--- config.mk ---
export PLATFORM = sky130hd
export DESIGN_NAME = siso_shift_ctrl
export DESIGN_NICKNAME = d
export VERILOG_FILES = /design/src/rtl/siso_shift_ctrl.sv
export SDC_FILE = /design/constraint.sdc
export NUM_CORES = 1
export LEC_CHECK = 0
export ABC_CLOCK_PERIOD_IN_PS = 1800
export CORE_ASPECT_RATIO = 0.7
export CORE_MARGIN = 2
export CORE_UTILIZATION = 46
export CTS_BUF_LIST = sky130_fd_sc_hd__clkbuf_4 sky130_fd_sc_hd__clkbuf_8 sky130_fd_sc_hd__clkbuf_16
export CTS_CLUSTER_SIZE = 40
export DETAILED_ROUTE_END_ITERATION = 7
export PLACE_DENSITY = 0.77
export SYNTH_ARGS = -nofsm -noshare
export SYNTH_HDL_FRONTEND = slang
export SYNTH_SLANG_ARGS = --single-unit
--- constraint.sdc ---
create_clock -name clk -period 1.8 [get_ports clk]
set_input_delay 0.36 -clock clk [delete_from_list [all_inputs] [get_ports clk]]
set_output_delay 0.36 -clock clk [all_outputs]
set_load 0.02 [all_outputs]
--- src/rtl/siso_shift_ctrl.sv ---
// Sequencer for a DEPTH-stage serial-in/serial-out shift register chain:
// serializes a parallel word into the chain head, flushes it, and reassembles the tail bits.
module siso_shift_ctrl #(
  parameter int WIDTH     = 8,
  parameter int DEPTH     = 4,
  parameter bit LSB_FIRST = 1'b1
) (
  input  logic             clk,
  input  logic             rst,
  input  logic [WIDTH-1:0] in_data,
  input  logic             in_valid,
  output logic             in_ready,
  output logic             sr_d,
  output logic             sr_en,
  input  logic             sr_q,
  output logic [WIDTH-1:0] out_data,
  output logic             out_valid,
  input  logic             out_ready,
  output logic             busy
);

  localparam int CW = $clog2(WIDTH + DEPTH + 1);

  localparam logic [1:0] IDLE  = 2'd0;
  localparam logic [1:0] SHIFT = 2'd1;
  localparam logic [1:0] HOLD  = 2'd2;

  localparam logic [CW-1:0] CNT_W    = CW'(WIDTH);
  localparam logic [CW-1:0] CNT_D    = CW'(DEPTH);
  localparam logic [CW-1:0] CNT_LAST = CW'(WIDTH + DEPTH - 1);

  logic [1:0]       state;
  logic [CW-1:0]    cnt;
  logic [WIDTH-1:0] tx;
  logic [WIDTH-1:0] rx;
  logic [WIDTH-1:0] tx_next;
  logic [WIDTH-1:0] rx_next;
  logic             tx_bit;

  // Whole-vector shifts keep WIDTH=1 legal where a part-select would go out of range.
  always_comb begin
    tx_bit  = 1'b0;
    tx_next = '0;
    rx_next = '0;
    if (LSB_FIRST) begin
      tx_bit  = tx[0];
      tx_next = tx >> 1;
      rx_next = (rx >> 1) | (WIDTH'(sr_q) << (WIDTH - 1));
    end else begin
      tx_bit  = tx[WIDTH-1];
      tx_next = tx << 1;
      rx_next = (rx << 1) | WIDTH'(sr_q);
    end
  end

  assign in_ready  = (state == IDLE);
  assign sr_en     = (state == SHIFT);
  assign sr_d      = (state == SHIFT) && (cnt < CNT_W) && tx_bit;
  assign out_valid = (state == HOLD);
  assign busy      = (state != IDLE);
  assign out_data  = rx;

  always_ff @(posedge clk or negedge rst) begin
    if (!rst) begin
      state <= IDLE;
      cnt   <= '0;
      tx    <= '0;
      rx    <= '0;
    end else begin
      case (state)
        IDLE: begin
          if (in_valid) begin
            tx    <= in_data;
            cnt   <= '0;
            state <= SHIFT;
          end
        end
        SHIFT: begin
          tx  <= tx_next;
          cnt <= cnt + CW'(1);
          // The first DEPTH tail bits are stale chain contents and are discarded.
          if (cnt >= CNT_D) rx <= rx_next;
          if (cnt == CNT_LAST) state <= HOLD;
        end
        HOLD: begin
          if (out_ready) state <= IDLE;
        end
        default: state <= IDLE;
      endcase
    end
  end

endmodule
# Word-level counts from Yosys, hierarchy flattened
# Index checks and enable logic that the tools add are counted.
# W data, S select, Z words.
# word_totals
out_inout_bits,13
regBits,22
input_bits,13
word_cells,30
# classes
n_reduce_logical,8
n_bitwise,1
muxes,8
n_lt_le_gt_ge,2
n_eq_ne,6
addsub,1
# op_table
operator,count
$pmux W8 S2,1
$mux W8,1
$or A7 B8 Y8,1
$pmux W4 S2,1
$mux W2,3
$pmux W2 S3,1
$add A4 B1 Y4 const B,1
$eq A4 B4 Y1 const B,1
$ge A4 B3 Y1 const B,1
$lt A4 B4 Y1 const B,1
$mux W4,1
$ne A2 B1 Y1 const B,2
$reduce_and A2 Y1,2
$reduce_bool A2 Y1,2
$reduce_and A3 Y1,1
$eq A2 B1 Y1 const B,1
$eq A2 B2 Y1 const B,1
$logic_and A1 B1 Y1,2
$logic_not A2 Y1,1
$ne A2 B2 Y1 const B,1

# Logic depth before layout (Yosys ltp)
# Gate-level depths: netlist (run 1).
# depth
ltp_word,3
mapped_depth,4
ltp_nobuf,4

# Least setup slack after synthesis (run 1)
# Ideal clock, no wire load.
# synth_timing
kind,reg2out
startpoint,register state[1]
endpoint,output sr_d
path_stages_with_launch,3
arrival_ns,1.139
slack_ns,0.301
cell_sequence,dfrtp_1 nand2b_2 nor3b_1
# synth_via
elab_chain_len,3
# synth_rtl
item,line_no,rtl
start: declaration,32,logic [1:0] state;
start signal: assignment,65,state <= IDLE;
start signal: assignment,75,state <= SHIFT;
start signal: assignment,83,if (cnt == CNT_LAST) state <= HOLD;
$eq A2 B1 Y1,58,assign sr_d = (state == SHIFT) && (cnt < CNT_W) && tx_bit;
$logic_and A1 B1 Y1 (2 in series),58,
end: declaration,13,"output logic sr_d,"
# No other way between the ends.

# Worst setup path after layout (run 1)
# layout_timing
startpoint,register state[1]
endpoint,output in_ready
# layout_via
elab_chain_len,1
# layout_rtl
item,line_no,rtl
$logic_not A2 Y1,56,assign in_ready = (state == IDLE);
end: declaration,12,"output logic in_ready,"
# No other way between the ends.

==> results of run 1 <==
==> metal layers <==
metal  track usage  wire length, um
met2         0.281              913
met3        0.0648               94
met1         0.227              894
met4        0.0273               26
met5             0                0
==> power groups by stage <==
stage          Combinational [mW]  Sequential, mW  Clock, mW
4_1_cts                      1.21           0.887      0.387
5_1_grt                      1.31           0.932      0.412
6_report                     1.20           0.895      0.378
2_1_floorplan               0.660           0.977          0
3_5_place_dp                 1.24           0.896          0
3_3_place_gp                 1.21           0.886          0
==> per-stage QoR <==
stage                      util  instances  hold WS (ns)
after floorplan               -         84        0.0644
after global placement    0.657        133         0.469
after detailed placement  0.657        133         0.481
after CTS                 0.682        137         0.376
after global routing      0.683        137         0.387
final                     0.683        137         0.369
==> registers in the layout, summed over array words and instances (netlist names) <==
name,cells
out_data,8
tx,8
cnt,4
state,2
==> timing repair <==
| item | CTS | global route |
|---|---|---|
| setup buffers | 0 | 0 |
| endpoints found under the hold margin | 0 | 0 |
| resized for setup | 6 | 8 |
| endpoints found under the setup margin | 5 | 4 |
==> worst paths after layout <==
check                      cells after the start           to  startpoint
max                                            3     in_ready    state[1]
min                                            2        tx[6]         rst
max reg2reg                                    4  out_data[4]    state[1]
min reg2reg                                    2        tx[4]       tx[4]
max in group asynchronous                      2     state[0]         rst
min in group clk                               2        tx[4]       tx[4]
==> worst max-delay path: stages (launching register included) <==
cell and delay, ns:
dfrtp_1 0.39, buf_4 0.18, nor2_4 0.12, dlygate4sd2_1 0.34
==> kinds of logic (layout without fill, tap and decap cells) <==
| logic type | after synthesis | count (layout) |
|---|---|---|
| compound gates | 21 | 21 |
| simple gates | 27 | 27 |
| buf+inv | 5 | 36 |
| mux | 8 | 8 |
| flops | 22 | 22 |
| fa+ha+maj | 1 | 1 |
==> placed cells by master (no fill, tap or decap), types with 3 or more instances in the layout <==
cell type / count
buf_4: 5
mux2_2: 8
dfrtp_1: 21
clkdlybuf4s50_1: 20
clkbuf_4: 3
o21ai_0: 10
a22oi_1: 5
nor2b_1: 3
nand2_1: 11
==> cell type report <==
cell class | instances | share of cell area
sequential | 22 | 0.421
timing repair buffer | 30 | 0.210
inverter | 2 | 0.00573
clock inverter | 1 | 0.0229
multi-input combinational | 57 | 0.302
clock buffer | 3 | 0.0172
tap | 22 | 0.0210
==> run_results.csv, run 1 <==
group,metric,value,unit
floorplanning,initial_utilization,0.501,
route,wl_per_cell,14.1,um
synthesis,synth_edf_count,0,
pwr,power_frac_comb,0.486,
sta,maxSlewViolCount,0,
placement,place_hpwl,1470,um
cells_and_area,register_area,552,um2
synthesis,synth_nets,98,
placement,routabilityCongestion,0.775,
floorplanning,die_area,2480,um2
sta,finalCriticalPeriod,1.69,ns
pwr,vdd.ir_drop.worst,964,uV
route,drc,1,
sta,fin_crit_sh,0.940,
floorplanning,core.rowCount,13,
worst_setup_path,start_kind,"register",
route,drt_iter0_drc,21,
run_status,outcome,"finished, violations left",
synthesis,synthCells,84,
cells_and_area,drive_above_1_share,0.200,
synthesis,synth_compound_area_frac,0.138,
synthesis,ys_top_cells_by_count,"dfrtp_1 (22), nand2_1 (11), o21ai_0 (10)",
worst_setup_path,cp.arrival,1.33,ns
cells_and_area,final_cell_area,1310,um2
pwr,pwr-share-seq,0.361,
hold_path,hold_path_class,"primary input to async pin",
clocking,cts_root_buf,"clkbuf_4",
synthesis,yosysTopAreaCell,"dfrtp_1",
pwr,p_leak,0.566,nW
clocking,clkTransAtPathRegs,0.13,ns
synthesis,synth_cell_types,23,
route,avgViaCountPerCell,5.43,
floorplanning,die_y,42.2,um
sta,slew_headroom,0.819,
worst_setup_path,path_class,"register to primary output",
sta,finalSetupTns,0,ns
worst_setup_path,rrSetupSlack,0.35,ns
pwr,clkPwrFrac,0.153,
pwr,p_int,1.56,mW
synthesis,synthTopCellsByArea,"dfrtp_1 (57%), mux2_2 (9.4%), o21ai_0 (5.2%)",
cells_and_area,multiInputGateArea,395,um2
worst_setup_path,critPathRequiredTime,1.44,ns
synthesis,yosysMostFrequentCell,"dfrtp_1",
route,ant_nets,0,
worst_setup_path,endpoint_kind,"primary output",
route,firstDrtPassIters,7,
sta,fin_skew,0.0140,ns
synthesis,synth_adder_area_share,0.0130,
global_route,grt_pass1_wl,3260,um
synthesis,synth_top_family_by_area,"simple AND/OR/NAND/NOR gates",
synthesis,synth.avg_cell_area,11.4,um2
synthesis,muxShareOfSynthArea,0.0938,
clocking,cts.htree.levels,1,
synthesis,synth_xor_area_frac,0,
pwr,finalPower,2.48,mW
clocking,insertion_delay,0.31,ns
cells_and_area,fillerInstances,151,
cells_and_area,antenna_cells,0,
clocking,hold_buffers,0,
clocking,numClockSinks,22,
synthesis,ys_warn_count,0,
clocking,numCtsBuffers,3,
global_route,grt_use_total,0.173,
global_route,grt_pass1_vias,743,
cells_and_area,area_growth,36.3,%
floorplanning,ioPinCount,26,
synthesis,yosys.area_share.simple,0.159,
synthesis,ys.flop_type,"dfrtp_1",
sta,fmax,0.591,GHz
route,drt_wl_total,1930,um
cells_and_area,final_nets,130,
global_route,overflow,0,
synthesis,ys_async_sr_fraction,1.00,
synthesis,ys_seq_area_frac,0.573,
worst_setup_path,critPathMaxFanout,12,
pwr,power_switching,0.913,mW
floorplanning,die_x,58.6,um
pwr,switching_share,0.368,
floorplanning,core-area,1920,um2
run,cap_viol_max_count,0,
clocking,cts_tree,"yes",
placement,portBuffers,25,
pwr,powerDensity,1890,nW/um2
route,vias,744,
sta,finalHoldViolations,0,
clocking,ctsLongestPathBuffers,2,
sta,setup_viol,0,
synthesis,syn-cell-area,961,um2
sta,postLayoutSetupSlackWorst,0.107,ns
synthesis,yosys.area.top_type_share,0.573,
run_status,violations,"DRC",
global_route,grt_max_degree,23,
placement,place_area,1260,um2
sta,rsz0062_at_grt,"false",
sta,tightestPinTransition,0.269,ns
global_route,antenna_found_initial,0,
placement,pre_cts_ws,0.0641,ns
synthesis,synth-seq-cells,22,
Power figures use the tool's default switching activity.
==> run 2, diff against run 1 <==
==> config.mk (replaced) <==
export PLATFORM = sky130hd
export DESIGN_NAME = siso_shift_ctrl
export DESIGN_NICKNAME = d
export VERILOG_FILES = /design/src/rtl/siso_shift_ctrl.sv
export SDC_FILE = /design/constraint.sdc
export NUM_CORES = 1
export LEC_CHECK = 0
export ABC_CLOCK_PERIOD_IN_PS = 2000
export CORE_ASPECT_RATIO = 0.7
export CORE_MARGIN = 2
export CORE_UTILIZATION = 50
export CTS_BUF_LIST = sky130_fd_sc_hd__clkbuf_4 sky130_fd_sc_hd__clkbuf_8 sky130_fd_sc_hd__clkbuf_16
export CTS_CLUSTER_SIZE = 40
export DETAILED_ROUTE_END_ITERATION = 7
export PLACE_DENSITY = 0.82
export SYNTH_ARGS = -nofsm -noshare
export SYNTH_HDL_FRONTEND = slang
export SYNTH_SLANG_ARGS = --single-unit
==> constraint.sdc (replaced) <==
create_clock -name clk -period 2 [get_ports clk]
set_input_delay 0.4 -clock clk [delete_from_list [all_inputs] [get_ports clk]]
set_output_delay 0.4 -clock clk [all_outputs]
set_load 0.02 [all_outputs]
==> run 2 against run 1 <==
  * The flow now finishes without violations
  * Register-to-register slack better by 0.31 ns
  * Largest cell class unchanged
  * Die area is 7.4% lower
  * Total power is 11% lower
  * Critical path depth stayed put
  * Critical endpoint is now sr_d
  * First-iteration DRC count is 14% lower
  * Clock skew is 0.0040 ns lower
==> run_results.csv, run 2 (synthesis gave the netlist of run 1 again) <==
group,metric,value,unit
floorplanning,core-area,1840,um2
worst_setup_path,critPathMaxFanout,5,
clocking,numClockSinks,22,
floorplanning,initial_utilization,0.523,
route,avgViaCountPerCell,5.15,
floorplanning,core.rowCount,13,
clocking,insertion_delay,0.31,ns
sta,fin_crit_sh,0.955,
clocking,hold_buffers,0,
worst_setup_path,path_class,"register to primary output",
route,ant_nets,0,
sta,maxSlewViolCount,0,
sta,worst_hold_slack,0.420,ns
sta,finalSetupTns,0,ns
clocking,clkTransAtPathRegs,0.13,ns
clocking,ctsLongestPathBuffers,2,
sta,fin_skew,0.00998,ns
worst_setup_path,r2r_cells,3,
clocking,cts_root_buf,"clkbuf_4",
sta,tightestPinTransition,0.305,ns
global_route,grt_use_total,0.170,
global_route,overflow,0,
floorplanning,die_x,56.4,um
hold_path,hold_path_class,"primary input to async pin",
cells_and_area,antenna_cells,0,
worst_setup_path,path_cells,"nand2b_2 > nor3b_1 > dlygate4sd2_1",
sta,fmax,0.523,GHz
clocking,cts_tree,"yes",
run_status,outcome,"complete, no violations",
sta,slew_headroom,0.794,
worst_setup_path,cp_slowest_cell,"dfrtp_1",
pwr,p_leak,0.566,nW
cells_and_area,final_cell_mix,"dfrtp_1 (21), clkdlybuf4s50_1 (20), nand2_1 (11), o21ai_0 (10), mux2_2 (8)",
worst_setup_path,critPathRequiredTime,1.60,ns
route,wl_per_cell,13.4,um
placement,portBuffers,25,
placement,place_area,1250,um2
clocking,post_cts_buffers,0,
cells_and_area,drive_above_1_share,0.167,
sta,rsz0062_at_grt,"false",
global_route,grt_pass1_wl,2820,um
cells_and_area,mostFrequentLayoutCell,"dfrtp_1",
floorplanning,die_y,40.7,um
route,drc,0,
worst_setup_path,start_kind,"register",
global_route,grt_max_degree,23,
cells_and_area,area_growth,35.4,%
worst_setup_path,endpoint_kind,"primary output",
sta,finalCriticalPeriod,1.91,ns
global_route,grt_pass1_vias,625,
cells_and_area,final_cell_area,1300,um2
placement,routabilityCongestion,0.742,
floorplanning,die_area,2290,um2
placement,place_hpwl,1320,um
floorplanning,ioPinCount,26,
route,firstDrtPassIters,4,
clocking,numCtsBuffers,3,
route,drt_wl_total,1820,um
worst_setup_path,cp.arrival,1.51,ns
pwr,powerDensity,1690,nW/um2
cells_and_area,layoutNonFillerInstCount,136,
worst_setup_path,rrSetupSlack,0.66,ns
sta,finalHoldViolations,0,
cells_and_area,final_nets,129,
sta,setup_viol,0,
run,cap_viol_max_count,0,
route,drt_iter0_drc,18,
route,vias,701,
clocking,cts.htree.levels,1,
worst_setup_path,max_stage_delay,0.39,ns
placement,dp_cells,132,
global_route,antenna_found_initial,0,
pwr,vdd.ir_drop.worst,1340,uV
[run 2: timing repair]
action | in CTS | in global routing
setup endpoints to repair | 5 | 1
cloned | 0 | 0
hold endpoints to repair | 0 | 0
resized for setup | 5 | 1
[run 2: critical path: cells and delay by family, from the launching register on]
kind / cells / cell delay [ns]
AND/OR/NAND/NOR: 2 / 0.46
flip-flops: 1 / 0.39
buffers and inverters: 1 / 0.36
[run 2: final timing paths]
kind                       startpoint          end
max reg2reg                  state[1]  out_data[4]
min                               rst       cnt[2]
min reg2reg                     tx[2]        tx[2]
max in group asynchronous         rst     state[0]
max                          state[1]         sr_d
min in group clk                tx[2]        tx[2]
[run 2: routing by layer]
layer	vias to the layer above	wire length [um]	share of wire	track usage
met5	-	0	0	0
met4	0	10	0.0055	0.0357
met3	2	89	0.049	0.0694
met2	13	788	0.43	0.279
met1	329	932	0.51	0.219
li1	357	-	-	-
[run 2: layout make-up]
cell class	count	area (um2)
Sequential cell	22	552
Fill cell	148	537
Multi-Input combinational cell	57	388
Timing Repair Buffer	29	274
Clock inverter	1	30.0
Tap cell	22	27.5
Clock buffer	3	22.5
Inverter	2	7.51
[run 2: where the power goes]
part           switching (mW)  total [mW]  internal, mW  leakage, nW
clock                   0.137       0.340         0.203       0.0279
combinational           0.517        1.05         0.537        0.263
sequential              0.154       0.804         0.649        0.274
total                   0.808        2.20          1.39        0.566
[run 2: stage by stage]
| step | power, mW | utilization | worst slack, ns |
|---|---|---|---|
| 5_1_grt | 2.35 | 0.708 | 0.00663 |
| 3_3_place_gp | 1.86 | 0.682 | 0.197 |
| 6_report | 2.20 | 0.708 | 0.0897 |
| 4_1_cts | 2.21 | 0.707 | 0.0697 |
| 3_5_place_dp | 1.90 | 0.682 | 0.156 |
| 2_1_floorplan | 1.47 | - | 0.461 |
